$ cat config.mk
export PLATFORM = sky130hd
export DESIGN_NAME = fir_mac_ctrl
export DESIGN_NICKNAME = d
export VERILOG_FILES = /design/src/rtl/fir_pkg.sv /design/src/rtl/fir_ring_ptr.sv /design/src/rtl/fir_mac_ctrl.sv
export SDC_FILE = /design/constraint.sdc
export NUM_CORES = 1
export LEC_CHECK = 0
export ABC_AREA = 1
export ABC_CLOCK_PERIOD_IN_PS = 2100
export BUFFER_PORTS_ARGS = -buffer_cell sky130_fd_sc_hd__buf_2
export CAP_MARGIN = 15
export CORE_MARGIN = 5
export CORE_UTILIZATION = 52
export DETAILED_ROUTE_END_ITERATION = 16
export PLACE_DENSITY = 0.79
export SYNTH_ARGS = -nofsm -noshare
export SYNTH_HDL_FRONTEND = slang
export SYNTH_SLANG_ARGS = --single-unit
$ cat constraint.sdc
create_clock -name clk -period 2.1 [get_ports clk]
set_input_delay 0.315 -clock clk [delete_from_list [all_inputs] [get_ports clk]]
set_output_delay 0.315 -clock clk [all_outputs]
set_load 0.05 [all_outputs]
$ cat src/rtl/fir_pkg.sv
// fir_pkg: shared defaults and types for the FIR MAC controller.
//   TAPS_DEF / DW_DEF / MAC_LAT_DEF : default tap count, sample width, MAC latency
//   AW                              : address width for the default tap count
//   fir_state_e                     : controller state encoding
//   cnt_width()                     : width of the shared tap/drain counter
package fir_pkg;

  localparam int TAPS_DEF    = 8;
  localparam int DW_DEF      = 12;
  localparam int MAC_LAT_DEF = 2;
  localparam int AW          = $clog2(TAPS_DEF);

  typedef enum logic [1:0] {
    ST_CLR   = 2'd0,
    ST_IDLE  = 2'd1,
    ST_MAC   = 2'd2,
    ST_DRAIN = 2'd3
  } fir_state_e;

  // One counter serves both the tap walk and the drain wait, so it must
  // hold values up to max(TAPS, MAC_LAT) - 1.
  function automatic int cnt_width(input int taps, input int lat);
    int m;
    m = (taps > lat) ? taps : lat;
    return (m <= 2) ? 1 : $clog2(m);
  endfunction

endpackage

$ cat src/rtl/fir_ring_ptr.sv
// fir_ring_ptr: modulo-TAPS pointer arithmetic for the sample ring buffer.
// TAPS is a power of two, so wrapping is the natural overflow of W bits.
//   wptr     in  W  write pointer to advance
//   base     in  W  pointer to subtract from (newest sample)
//   off      in  W  offset subtracted from base (tap index)
//   wptr_nxt out W  wptr + 1 mod TAPS
//   diff     out W  base - off mod TAPS
module fir_ring_ptr
  import fir_pkg::*;
#(
  parameter int W = AW
) (
  input  logic [W-1:0] wptr,
  input  logic [W-1:0] base,
  input  logic [W-1:0] off,
  output logic [W-1:0] wptr_nxt,
  output logic [W-1:0] diff
);

  assign wptr_nxt = wptr + W'(1);
  assign diff     = base - off;

endmodule

$ cat src/rtl/fir_mac_ctrl.sv
// fir_mac_ctrl: sequencer for a single-MAC FIR filter.
// Clears the sample ring, accepts one sample at a time, walks TAPS taps
// through an external MAC, waits MAC_LAT cycles and pulses valid.
//   clk, rstn       clock, asynchronous active-low reset
//   clr             synchronous re-zero of the sample buffer (aborts work)
//   en, xin         sample valid and data; accepted when en && in_rdy
//   in_rdy          controller is idle and can take a sample
//   smp_we/waddr/wdata  sample-buffer write port
//   smp_raddr       sample-buffer read address (newest - k)
//   coef_addr       coefficient ROM address (k)
//   mac_clr/en/last MAC control: load, accumulate, final tap
//   valid           one-cycle pulse: accumulator holds a finished output
module fir_mac_ctrl
  import fir_pkg::*;
#(
  parameter int TAPS    = TAPS_DEF,
  parameter int DW      = DW_DEF,
  parameter int MAC_LAT = MAC_LAT_DEF
) (
  input  logic                     clk,
  input  logic                     rstn,
  input  logic                     clr,
  input  logic                     en,
  input  logic [DW-1:0]            xin,
  output logic                     in_rdy,
  output logic                     smp_we,
  output logic [$clog2(TAPS)-1:0]  smp_waddr,
  output logic [DW-1:0]            smp_wdata,
  output logic [$clog2(TAPS)-1:0]  smp_raddr,
  output logic [$clog2(TAPS)-1:0]  coef_addr,
  output logic                     mac_clr,
  output logic                     mac_en,
  output logic                     mac_last,
  output logic                     valid
);

  localparam int PW = $clog2(TAPS);
  localparam int KW = cnt_width(TAPS, MAC_LAT);
  localparam logic [KW-1:0] K_ZERO     = {KW{1'b0}};
  localparam logic [KW-1:0] K_TAP_LAST = KW'(TAPS - 1);
  localparam logic [KW-1:0] K_LAT_LAST = KW'((MAC_LAT > 0) ? (MAC_LAT - 1) : 0);
  localparam logic [PW-1:0] P_ZERO     = {PW{1'b0}};
  localparam logic [DW-1:0] D_ZERO     = {DW{1'b0}};

  fir_state_e    state_r;
  logic [KW-1:0] k_r;
  logic [PW-1:0] wptr_r;
  logic [PW-1:0] newest_r;
  logic          in_rdy_r;
  logic          we_r;
  logic [PW-1:0] waddr_r;
  logic [PW-1:0] raddr_r;
  logic [PW-1:0] coef_r;
  logic          mclr_r;
  logic          men_r;
  logic          mlast_r;
  logic          valid_r;

  logic [KW-1:0] k_inc_s;
  logic [PW-1:0] k_off_s;
  logic [PW-1:0] wptr_nxt_s;
  logic [PW-1:0] raddr_nxt_s;
  logic          accept_s;

  assign k_inc_s  = k_r + KW'(1);
  assign k_off_s  = k_inc_s[PW-1:0];
  // clr has priority: a sample offered alongside clr is refused outright.
  assign accept_s = in_rdy_r & en & ~clr;

  // Pointer arithmetic: next write slot and read address for the next tap.
  fir_ring_ptr #(.W(PW)) u_ptr (
    .wptr     (wptr_r),
    .base     (newest_r),
    .off      (k_off_s),
    .wptr_nxt (wptr_nxt_s),
    .diff     (raddr_nxt_s)
  );

  // Controller FSM; every output register holds the value for the cycle
  // that follows the edge, so outputs come straight from flops.
  always_ff @(posedge clk or negedge rstn) begin
    if (!rstn) begin
      state_r  <= ST_CLR;
      k_r      <= K_ZERO;
      wptr_r   <= P_ZERO;
      newest_r <= P_ZERO;
      in_rdy_r <= 1'b0;
      we_r     <= 1'b0;
      waddr_r  <= P_ZERO;
      raddr_r  <= P_ZERO;
      coef_r   <= P_ZERO;
      mclr_r   <= 1'b0;
      men_r    <= 1'b0;
      mlast_r  <= 1'b0;
      valid_r  <= 1'b0;
    end else if (clr) begin
      // Abort anything in flight and restart the clear walk at address 0.
      state_r  <= ST_CLR;
      k_r      <= K_ZERO;
      in_rdy_r <= 1'b0;
      we_r     <= 1'b1;
      waddr_r  <= P_ZERO;
      raddr_r  <= P_ZERO;
      coef_r   <= P_ZERO;
      mclr_r   <= 1'b0;
      men_r    <= 1'b0;
      mlast_r  <= 1'b0;
      valid_r  <= 1'b0;
    end else begin
      valid_r <= 1'b0;
      case (state_r)
        ST_CLR: begin
          if (!we_r) begin
            // First edge after reset release: start writing address 0.
            we_r    <= 1'b1;
            waddr_r <= P_ZERO;
            k_r     <= K_ZERO;
          end else if (k_r == K_TAP_LAST) begin
            state_r  <= ST_IDLE;
            k_r      <= K_ZERO;
            we_r     <= 1'b0;
            waddr_r  <= P_ZERO;
            wptr_r   <= P_ZERO;
            in_rdy_r <= 1'b1;
          end else begin
            k_r     <= k_inc_s;
            waddr_r <= k_off_s;
          end
        end
        ST_IDLE: begin
          if (accept_s) begin
            newest_r <= wptr_r;
            wptr_r   <= wptr_nxt_s;
            state_r  <= ST_MAC;
            k_r      <= K_ZERO;
            in_rdy_r <= 1'b0;
            men_r    <= 1'b1;
            mclr_r   <= 1'b1;
            mlast_r  <= (K_ZERO == K_TAP_LAST);
            coef_r   <= P_ZERO;
            raddr_r  <= wptr_r;
          end else begin
            in_rdy_r <= 1'b1;
          end
        end
        ST_MAC: begin
          if (k_r == K_TAP_LAST) begin
            k_r     <= K_ZERO;
            men_r   <= 1'b0;
            mclr_r  <= 1'b0;
            mlast_r <= 1'b0;
            coef_r  <= P_ZERO;
            raddr_r <= P_ZERO;
            if (MAC_LAT == 0) begin
              state_r  <= ST_IDLE;
              in_rdy_r <= 1'b1;
              valid_r  <= 1'b1;
            end else begin
              state_r <= ST_DRAIN;
            end
          end else begin
            k_r     <= k_inc_s;
            coef_r  <= k_off_s;
            raddr_r <= raddr_nxt_s;
            mclr_r  <= 1'b0;
            mlast_r <= (k_inc_s == K_TAP_LAST);
          end
        end
        ST_DRAIN: begin
          if (k_r == K_LAT_LAST) begin
            state_r  <= ST_IDLE;
            k_r      <= K_ZERO;
            in_rdy_r <= 1'b1;
            valid_r  <= 1'b1;
          end else begin
            k_r <= k_inc_s;
          end
        end
        default: begin
          state_r  <= ST_CLR;
          k_r      <= K_ZERO;
          in_rdy_r <= 1'b0;
          we_r     <= 1'b1;
          waddr_r  <= P_ZERO;
          raddr_r  <= P_ZERO;
          coef_r   <= P_ZERO;
          mclr_r   <= 1'b0;
          men_r    <= 1'b0;
          mlast_r  <= 1'b0;
        end
      endcase
    end
  end

  // The accept-cycle write is combinational so the sample lands in the
  // same cycle it is offered; the clear walk comes from registers.
  assign smp_we    = we_r | accept_s;
  assign smp_waddr = accept_s ? wptr_r : waddr_r;
  assign smp_wdata = accept_s ? xin : D_ZERO;
  assign in_rdy    = in_rdy_r;
  assign smp_raddr = raddr_r;
  assign coef_addr = coef_r;
  assign mac_clr   = mclr_r;
  assign mac_en    = men_r;
  assign mac_last  = mlast_r;
  assign valid     = valid_r;

endmodule

# Yosys cells after proc, flatten, opt, wreduce, memory -nomap -nowiden

Cells that the tools add are included.

Output and inout port bits: 27
Word-level logic and storage cells: 95
Bits in registers: 26
Input port bits: 16

Bitwise gates (word level): 4
$add $sub $neg: 3
Mux-type cells: 50
Reductions and logical operators: 11
Eq/ne operators: 14

Operator list:

| cell                                                                   | count |
|---|---|
| 3-bit 2-to-1 mux                                                       | 15 |
| 1-bit 2-to-1 mux                                                       | 19 |
| 3-bit case mux with 2 select lines                                     | 3 |
| 3-bit inequality test (second input constant)                          | 5 |
| 12-bit 2-to-1 mux                                                      | 1 |
| 2-bit 2-to-1 mux                                                       | 6 |
| 3-bit case mux with 4 select lines                                     | 1 |
| 5-bit AND reduction                                                    | 2 |
| 2-bit case mux with 4 select lines                                     | 1 |
| 3-bit by 1-bit adder with 3-bit output (second input constant)         | 2 |
| 3-bit equality test (second input constant)                            | 2 |
| 2-bit inequality test (second input constant)                          | 3 |
| 1-bit case mux with 2 select lines                                     | 3 |
| 3-bit AND reduction                                                    | 2 |
| 2-bit equality test (second input constant)                            | 2 |
| 4-bit AND reduction                                                    | 1 |
| 2-bit nonzero test                                                     | 2 |
| 4-bit nonzero test                                                     | 1 |
| 3-bit by 1-bit equality test with 1-bit output (second input constant) | 1 |
| 1-bit case mux with 3 select lines                                     | 1 |
| 3-bit nonzero test                                                     | 1 |
| 3-bit subtractor                                                       | 1 |
| 1-bit bitwise AND                                                      | 2 |
| 2-bit by 1-bit equality test with 1-bit output (second input constant) | 1 |
| other kinds (4)                                                        | 4 |

# Longest topological paths before layout

Gate-level depths: netlist of run 1.

Depth after elaboration: 5
Mapped depth: 9
Depth with buffers taken out: 9

# Modules after synthesis

From an unflattened synthesis of run 1, not the netlist that was laid out.

Cells, all modules: 229
Area total of the unflattened synthesis: 1696.6 µm²

Modules (own cells, without submodules):

| module       | area an instance (µm²) | sequential area each (µm²) | cells each | instances |
|---|---|---|---|---|
| fir_mac_ctrl | 1589.0                 | 650.6                      | 211        | 1 |
| fir_ring_ptr | 107.6                  | 0.0                        | 18         | 1 |

# Worst setup path after synthesis of run 1

No wires, ideal clock.

Kind: register to output
From: register in_rdy_r (netlist: in_rdy)
To: output port smp_waddr[0]
Path slack: -448 ps
Stages on the path, launching flop included: 5
Required time: 1785 ps
Path buffers: 0
Arrival: 2233 ps
Cell sequence: dfrtp_1 nand2_1 nor2_4 inv_2 o21ai_0

Cells in the longest elaborated chain, start to end: 3

Ends and longest elaborated chain:

| element                         | line                | RTL |
|---|---|---|
| start: declaration              | fir_mac_ctrl.sv:49  | `logic in_rdy_r;` |
| start signal: assignment        | fir_mac_ctrl.sv:87  | `in_rdy_r <= 1'b0;` |
| start signal: assignment        | fir_mac_ctrl.sv:100 | `in_rdy_r <= 1'b0;` |
| start signal: assignment        | fir_mac_ctrl.sv:124 | `in_rdy_r <= 1'b1;` |
| 1-bit bitwise AND (2 in series) | fir_mac_ctrl.sv:68  | `assign accept_s = in_rdy_r & en & ~clr;` |
| 3-bit 2-to-1 mux                | fir_mac_ctrl.sv:198 | `assign smp_waddr = accept_s ? wptr_r : waddr_r;` |
| end: declaration                | fir_mac_ctrl.sv:27  | `output logic [$clog2(TAPS)-1:0] smp_waddr,` |

Every way passes these cells.

# Final worst setup path of run 1

Ends and elaborated chain as after synthesis.

==> results by group, run 1 <==
Layout
  – FILL cells: 261
  – Nets: 286
  – Layout cells sized above 1: 26.74%
  – Finished layout cell area: 0.001958 mm^2
  – Fin cells: 302
  – Register area: 650.6 um^2
  – Final Core Density: 64.67%
  – Area of the multi-input gates: 808.3 um^2
  – Area growth syn-to-layout: 21.04%
  – Antenna diode count: 0

Power
  – Worst VDD drop: 937.1 uV
  – Power Internal: 0.001201 W
  – Combinational power share: 54.6%
  – Pwr dens: 1211 mW/mm^2
  – Clk pwr share: 14.8%
  – Net switching power: 0.001170 W
  – Leakage dissipation: 1.105 nW
  – Net Sw Frac: 49.34%
  – Reg power frac: 30.5%

STA
  – Slew @ Worst Pin: 0.5756 ns
  – RSZ-0062 raised after global routing: no
  – Final Hold Viols: 0
  – Skew final: 0.002267 ns
  – Final slew viol count: 0
  – Tcrit/Tclk final: 92.39%
  – Final Setup Violations: 0
  – Setup ws final: 0.1599 ns
  – Fmax achieved: 515.4 MHz
  – Slew Limit Headroom: 61.62%
  – Final worst path period need: 1.940 ns

Setup path
  – Worst Setup Path Type: register to primary output
  – Worst setup SP type: register
  – Worst Path Buf+Inv: 2
  – CP arrival: 1.63 ns
  – Setup crit end kind: primary output
  – Critical-path top delay cell: dfrtp_1
  – Worst-path maximum fanout: 15
  – Crit-path cells: nand2_1 > nor2_4 > inv_4 > o21ai_1 > clkbuf_4
  – Crit path largest cell delay: 0.39 ns
  – Top delay family on crit path: simple AND/OR/NAND/NOR gates
  – Req. time, crit path: 1.78 ns

Clock network
  – Skew-Pair Late Insertion Delay: 0.34 ns
  – Cts bufs inserted: 3
  – Clk buf depth: 2
  – TritonCTS clock tree: yes
  – CTS Sinks: 26
  – Clock root cell: clkbuf_4
  – CTS clk-pin slew, worst paths: 0.14 ns
  – H-Tree Depth: 1

Route
  – DR vias/cell: 4.967
  – Vias: 1500
  – Routed wire length: 3746 um
  – DRC viols: 0
  – Initial drt markers: 90
  – DRT Pass-1 Iters: 4
  – Post-DR wirelength/cell: 12.40 um
  – Final ANT Viol Nets: 0

Global routing
  – Largest net degree at the start of global routing: 27
  – First-pass GRT wire length: 6334 um
  – Vias in the first global route: 1405
  – Initial antenna violation count: 0
  – Overflow left after global routing: 0
  – Gr usage total: 18.91%

Synthesis
  – Mapped Cells: 211
  – Post-synth net total: 238
  – Post-synth cell types: 29
  – Yosys warns: 0
  – Syn Std Cell Area: 0.001618 mm^2
  – Syn_area_per_cell: 7.667 um^2
  – Register area share after synthesis: 40.22%
  – Number of synthesized register bits: 26

Min path
  – Hold WC Path Type: input port to register

Flow run
  – Max-Cap Viols: 0

Floorplanning
  – Die height: 65.78 um
  – Starting density of the core: 53.43%
  – Full die area: 0.004326 mm^2
  – Die W: 65.78 um
  – Core Area: 0.003028 mm^2
  – Row count: 20
  – I/O Pins: 43

Placed design
  – Port Buf Inserts: 42
  – Cell total after placement: 294
  – RD Place Congestion: 0.9061
  – Placed Area: 0.001868 mm^2
  – Pre-CTS setup slack: 0.3392 ns
  – Placed wire-length estimate: 2852 um

Status
  – Status: complete, no violations
per-layer routing:
layer  track usage, %  vias up  part of all wire [%]
met4            3.886        0                   1.5
li1                 -      756                     -
met1            24.27      690                    43
met5                0        -                     0
met2            32.04       44                    50
met3            4.762       10                   6.0
synthesized netlist by cell type, drive strengths merged:
library cell  count  area share [%]
nor2             29             7.7
a21oi             4             1.2
o21a              2            0.93
nor3              2            0.62
xor2              1            0.54
o22ai             1            0.39
nand4             4             1.5
dfrtp            26              40
buf               3             1.7
fa                1             1.2
nand2            53              13
nand3            16             6.0
nand3b            2            0.93
inv              37             8.9
ha               10             7.7
o21ai            17             5.7
o31ai             2             1.2
o21bai            1            0.46
area by class of cell:
class	instances	area share, %
Clock inverter	1	1.534
Tap cell	44	2.811
Multi-Input combinational cell	145	41.28
Timing Repair Buffer	46	12.52
Sequential cell	26	33.23
Inverter	37	7.476
Clock buffer	3	1.150
power groups by stage:
| stage | combinational, W | clock, W | sequential [W] |
|---|---|---|---|
| 2_1_floorplan | 0.000877 | 0 | 0.000854 |
| 3_5_place_dp | 0.00126 | 0 | 0.000734 |
| 3_3_place_gp | 0.00125 | 0 | 0.000728 |
| 6_report | 0.00130 | 0.000352 | 0.000724 |
| 5_1_grt | 0.00144 | 0.000378 | 0.000742 |
| 4_1_cts | 0.00127 | 0.000357 | 0.000722 |
through the flow:
step	total power, W	setup TNS (ns)	hold WS, ns
5_1_grt	0.002555	0	0.3511
2_1_floorplan	0.001731	-1.260	0.01941
6_report	0.002371	0	0.3576
3_3_place_gp	0.001979	0	0.3433
3_5_place_dp	0.001996	0	0.3473
4_1_cts	0.002351	0	0.3529
cell families (layout without fill, tap and decap cells):
family	Yosys count	after routing	share of synthesized area (%)
AO/OA/AOI/OAI	27	27	9.977
XOR/XNOR	1	1	0.5415
adder cells (fa/ha/maj)	11	11	8.971
buffers and inverters	40	87	10.60
flip-flops	26	26	40.22
AND/OR/NAND/NOR	106	106	29.70
path summary, 6_finish.rpt:
kind / slack (ns) / start / to / depth (start not counted)
min reg2reg: 0.49 / mac_clr / mac_clr / 2
min: 0.36 / clr / valid / 2
min in group asynchronous: 0.49 / rstn / k_r[2] / 2
max reg2reg: 0.30 / k_r[0] / smp_raddr[1] / 7
max in group asynchronous: 1.23 / rstn / in_rdy / 2
max: 0.16 / in_rdy / smp_waddr[0] / 5
what timing repair did:
item,in CTS,in global routing
setup buffers,0,3
hold endpoints to repair,26,0
setup endpoints to repair,0,14
hold buffers,1,0
resized for setup,0,3
flip-flops by register name, summed over array words and instances (netlist names):
name	cells
coef_addr	3
k_r	3
newest_r	3
smp_raddr	3
waddr_r	3
wptr_r	3
state_r	2
in_rdy	1
mac_clr	1
mac_en	1
mac_last	1
valid	1
we_r	1
worst reg2reg max path: cells and delay by family (launching register included):
| family | cells | cell delay (ns) |
|---|---|---|
| simple gates | 1 | 0.14 |
| compound gates | 2 | 0.19 |
| flops | 1 | 0.42 |
| buf+inv | 2 | 0.29 |
| fa+ha+maj | 2 | 0.70 |
placed cells by master (no fill, tap or decap):
| master | instances |
|---|---|
| a21oi_1 | 4 |
| buf_2 | 41 |
| buf_4 | 3 |
| bufinv_16 | 1 |
| clkbuf_4 | 4 |
| dfrtp_1 | 26 |
| dlygate4sd3_1 | 1 |
| fa_1 | 1 |
| ha_1 | 10 |
| inv_1 | 31 |
| inv_2 | 4 |
| inv_4 | 1 |
| inv_6 | 1 |
| nand2_1 | 51 |
| nand2_2 | 1 |
| nand2_4 | 1 |
| nand3_1 | 14 |
| nand3_2 | 1 |
| nand3_4 | 1 |
| nand3b_1 | 2 |
| nand4_1 | 4 |
| nor2_1 | 22 |
| nor2_2 | 5 |
| nor2_4 | 2 |
| nor3_1 | 2 |
| o21a_1 | 2 |
| o21ai_0 | 13 |
| o21ai_1 | 2 |
| o21ai_2 | 2 |
| o21bai_1 | 1 |
| o22ai_1 | 1 |
| o31ai_1 | 1 |
| o31ai_2 | 1 |
| xor2_1 | 1 |
(Power assumes the default switching activity.)
==> run 2: changes to the inputs <==
GPL_TIMING_DRIVEN = 0   (was not set)
REMOVE_ABC_BUFFERS = 1   (was not set)
==> run 2 against run 1 <==
Effect of this change: flip-flop and latch count unchanged; combinational power barely moved; critical path depth unchanged; clock power decreased by 43%; sequential power down 0.7%; critical path type unchanged.
==> results by group, run 2 (synthesis results as in run 1) <==
Setup path
  – CP arrival: 1.64 ns
  – Worst setup SP type: register
  – Setup crit end kind: primary output
  – Worst Setup Path Type: register to primary output
  – Worst-path maximum fanout: 15
  – Req. time, crit path: 1.78 ns

STA
  – Final Hold Viols: 0
  – Final slew viol count: 0
  – Slew Limit Headroom: 62.49%
  – Skew final: 0.003974 ns
  – Fmax achieved: 510.7 MHz
  – RSZ-0062 raised after global routing: no
  – Setup tns final: 0 ns
  – Setup ws final: 0.1420 ns
  – WHS: 0.3767 ns
  – Final worst path period need: 1.958 ns
  – Slew @ Worst Pin: 0.5626 ns
  – Final Setup Violations: 0
  – Tcrit/Tclk final: 93.24%

Min path
  – Hold WC Path Type: input port to register

Clock network
  – Clk buf depth: 2
  – CTS Sinks: 26
  – Cts bufs inserted: 3
  – H-Tree Depth: 1
  – Clock root cell: clkbuf_4
  – TritonCTS clock tree: yes
  – Skew-Pair Late Insertion Delay: 0.31 ns
  – CTS clk-pin slew, worst paths: 0.12 ns

Floorplanning
  – Row count: 20
  – Starting density of the core: 53.43%
  – I/O Pins: 43
  – Core Area: 0.003028 mm^2
  – Full die area: 0.004326 mm^2
  – Die height: 65.78 um
  – Die W: 65.78 um

Route
  – Post-DR wirelength/cell: 11.59 um
  – DRT Pass-1 Iters: 4
  – Vias: 1424
  – DRC viols: 0
  – Routed wire length: 3477 um
  – Final ANT Viol Nets: 0
  – DR vias/cell: 4.747
  – Initial drt markers: 120

Global routing
  – First-pass GRT wire length: 6058 um
  – Vias in the first global route: 1361
  – Largest net degree at the start of global routing: 27
  – Gr usage total: 18.10%
  – Overflow left after global routing: 0
  – Initial antenna violation count: 0

Placed design
  – Placed wire-length estimate: 2707 um
  – RD Place Congestion: 0.8675
  – Port Buf Inserts: 42
  – Pre-CTS setup slack: 0.2713 ns

Layout
  – Most common cell after layout, fill and taps aside: nand2_1
  – Antenna diode count: 0
  – Area of the multi-input gates: 795.8 um^2
  – Layout cells sized above 1: 24.22%
  – Area growth syn-to-layout: 17.79%
  – Register area: 650.6 um^2
  – FILL cells: 290
  – Most frequent cells in the layout: nand2_1 (51), buf_2 (41), inv_1 (31)
  – Final Core Density: 62.93%
  – Nets: 285

Power
  – Leakage dissipation: 1.086 nW
  – Pwr dens: 1155 mW/mm^2
  – Worst VDD drop: 404.1 uV

Flow run
  – Max-Cap Viols: 0

Status
  – Status: complete, no violations
-- run 2: cell types whose count changed in the layout (fill, tap and decap cells not counted), sizes merged --
cell,previous run,this run
bufinv,1,0
buf,44,43
-- run 2: layer usage --
metal  part of all wire (%)  track usage [%]  vias to the layer above
li1                       -                -                      754
met1                     46            24.14                      630
met2                     48            29.54                       36
met3                    4.6            1.701                        4
met4                    1.6            8.290                        0
met5                      0                0                        -
-- run 2: area by class of cell --
type                            count  area share, %
Multi-Input combinational cell    145          41.76
Tap cell                           44          2.889
Timing Repair Buffer               45          12.48
Clock buffer                        3          1.182
Inverter                           37          7.551
Sequential cell                    26          34.14
-- run 2: repair_timing --
item | CTS | global route
setup buffers | 0 | 2
resized for setup | 0 | 1
hold buffers | 1 | 0
setup endpoints to repair | 0 | 1
hold endpoints to repair | 26 | 0
-- run 2: final timing paths --
path / from / to / slack (ns) / cells past startpoint
max reg2reg: k_r[0] / smp_raddr[2] / 0.26 / 9
max: in_rdy / smp_waddr[0] / 0.14 / 5
max in group asynchronous: rstn / valid / 1.22 / 2
min: clr / valid / 0.38 / 2
min reg2reg: mac_clr / mac_clr / 0.49 / 2
min in group asynchronous: rstn / newest_r[0] / 0.51 / 2
-- run 2: through the flow --
stage	instance area, um^2	power [W]	cells
final	1906	0.002202	300
after global routing	1906	0.002399	300
after CTS	1888	0.002202	298
after detailed placement	1856	0.001992	294
after global placement	1856	0.001967	294
after floorplan	1590	0.001697	208
-- run 2: worst max-delay path, cell delays in order, from the launching register on --
cell      delay, ns
dfrtp_1        0.39
nand2_1        0.16
nor2_4         0.23
inv_2          0.14
o21ai_0        0.16
clkbuf_4       0.25
-- run 2: power breakdown --
group / switching, W / internal [W] / total (W)
registers: 0.0000886 / 0.000631 / 0.000719
logic: 0.000911 / 0.000370 / 0.00128
clock network: 0.000134 / 0.0000670 / 0.000201
total: 0.00113 / 0.00107 / 0.00220
==> run 3: changes to the inputs <==
ABC_AREA = not set   (was 1)
==> run 3 against run 2 <==
Effect of this change: via count fell by 2.9%; critical path depth rose by 3; clock power grew 73%; cell count is 20% lower; synthesized cell count is 21% lower; critical path type is now register to register; routed wire length rose by 10%; register-to-register slack worse by 0.16 ns.
==> results by group, run 3 <==
Status
  – Status: complete, no violations

Synthesis
  – Main synth FF type: dfrtp_1
  – Most frequent cells after synthesis: dfrtp_1 (26), nand2_1 (15), and2_1 (12)
  – Mapped Cells: 166
  – EDFF count, synth: 0
  – Synth area leader: dfrtp_1
  – Number of synthesized register bits: 26
  – Yosys warns: 0
  – Async SR Flop Fraction: 100.0%
  – Post-synth cell types: 51
  – Post-synth top area share: 40.40%
  – Register area share after synthesis: 40.40%
  – Syn Std Cell Area: 0.001610 mm^2
  – Syn_area_per_cell: 9.701 um^2
  – Synth area leaders: dfrtp_1 (40%), ha_1 (7.8%), and2_1 (4.7%)
  – Most numerous cell in the Yosys netlist: dfrtp_1

Min path
  – Hold path cells: 3
  – Hold WC Path Type: input port to register

Clock network
  – CTS Sinks: 26
  – Clock root cell: clkbuf_4
  – TritonCTS clock tree: yes
  – Skew-Pair Late Insertion Delay: 0.33 ns
  – Cts bufs inserted: 3
  – H-Tree Depth: 1
  – CTS clk-pin slew, worst paths: 0.14 ns
  – Clk buf depth: 2

Setup path
  – Worst Setup Path Type: register to register
  – CP arrival: 2.21 ns
  – Worst setup SP type: register
  – Crit-path cells: inv_1 > ha_4 > inv_1 > fa_1 > xnor2_1 > xnor2_1 > a221oi_2 > nor3_1
  – Critical-path top delay cell: dfrtp_2
  – Req. time, crit path: 2.31 ns
  – Reg2reg path depth: 8
  – Crit path largest cell delay: 0.40 ns
  – Worst-path maximum fanout: 4
  – Setup crit end kind: register

Layout
  – Most common cell after layout, fill and taps aside: buf_2
  – FILL cells: 257
  – Layout cells sized above 1: 32.04%
  – Finished layout cell area: 0.001909 mm^2
  – Area growth syn-to-layout: 18.57%
  – Most frequent cells in the layout: buf_2 (42), dfrtp_1 (25), nand2_1 (15)
  – Final Core Density: 63.58%
  – Nets: 234
  – Antenna diode count: 0

STA
  – Fmax achieved: 500.9 MHz
  – Tcrit/Tclk final: 95.07%
  – Final Hold Viols: 0
  – WHS: 0.4357 ns
  – Slew @ Worst Pin: 0.5848 ns
  – Setup tns final: 0 ns
  – Final slew viol count: 0
  – RSZ-0062 raised after global routing: no
  – Skew final: 0.001813 ns
  – Final Setup Violations: 0
  – Final worst path period need: 1.997 ns
  – Slew Limit Headroom: 61.01%

Floorplanning
  – Die W: 65.65 um
  – Core Area: 0.003003 mm^2
  – Row count: 20
  – Die height: 65.65 um
  – I/O Pins: 43
  – Starting density of the core: 53.62%
  – Full die area: 0.004310 mm^2

Power
  – Leakage dissipation: 0.9733 nW
  – Post-layout power: 0.001742 W
  – Pwr dens: 912.2 mW/mm^2
  – Worst VDD drop: 514.6 uV

Route
  – Initial drt markers: 85
  – DRT Pass-1 Iters: 4
  – Post-DR wirelength/cell: 16.03 um
  – Final ANT Viol Nets: 0
  – DR vias/cell: 5.782
  – Vias: 1382
  – DRC viols: 0
  – Routed wire length: 3830 um

Global routing
  – Vias in the first global route: 1350
  – Gr usage total: 18.95%
  – Initial antenna violation count: 0
  – First-pass GRT wire length: 6265 um
  – Largest net degree at the start of global routing: 27
  – Overflow left after global routing: 0

Placed design
  – RD Place Congestion: 0.8518
  – Port Buf Inserts: 42
  – Placed Area: 0.001802 mm^2
  – Placed wire-length estimate: 2810 um

Flow run
  – Max-Cap Viols: 0
-- run 3: final timing paths --
kind	startpoint	to	slack (ns)
max	k_r[0]	smp_raddr[2]	0.10
min reg2reg	coef_addr[1]	coef_addr[1]	0.49
max in group asynchronous	rstn	k_r[0]	1.19
min in group asynchronous	rstn	mac_last	0.50
min	en	in_rdy	0.44
max reg2reg	k_r[0]	smp_raddr[2]	0.10
-- run 3: power by group --
part | leakage (nW) | internal, W | switching [W] | total [W]
Sequential | 0.343 | 0.000571 | 0.0000548 | 0.000626
Combinational | 0.602 | 0.000281 | 0.000487 | 0.000769
Clock | 0.0279 | 0.000193 | 0.000154 | 0.000347
Total | 0.973 | 0.00105 | 0.000696 | 0.00174
-- run 3: per-layer routing --
metal,GRT usage (%),part of all wire [%],up-vias
met2,29.29,51,39
met5,0,0,-
met1,24.33,42,672
li1,-,-,665
met4,7.513,1.3,0
met3,6.154,5.1,6
-- run 3: kinds of logic after synthesis --
kind of cell | share of synthesized area (%)
compound gates | 17.09
xor+xnor | 1.088
fa+ha+maj | 9.013
buf+inv | 6.293
flops | 40.40
mux | 2.797
simple gates | 23.31
-- run 3: final cells by class --
cell class / instances / area [um^2] / share of cell area (%)
Clock buffer: 3 / 22.52 / 1.180
Clock inverter: 1 / 30.03 / 1.573
Inverter: 11 / 41.29 / 2.163
Multi-Input combinational cell: 120 / 887.1 / 46.46
Sequential cell: 26 / 651.9 / 34.14
Tap cell: 33 / 41.29 / 2.163
Timing Repair Buffer: 45 / 235.2 / 12.32
-- run 3: through the flow --
step / setup WS (ns) / cells
3_3_place_gp: -0.1068 / 232
4_1_cts: 0.005488 / 237
3_5_place_dp: -0.1490 / 232
2_1_floorplan: 0.09777 / 157
5_1_grt: 0.007389 / 239
6_report: 0.1035 / 239
-- run 3: repair_timing --
item,CTS,global route
setup buffers,0,2
hold buffers,1,0
hold endpoints to repair,26,0
resized for setup,3,3
setup endpoints to repair,4,10
-- run 3: worst max-delay path: cells and delay by family, from the launching register on --
kind | cells | cell delay, ns
buf+inv | 2 | 0.17
simple gates | 1 | 0.07
xor+xnor | 2 | 0.29
flops | 1 | 0.40
fa+ha+maj | 2 | 0.71
compound gates | 1 | 0.24
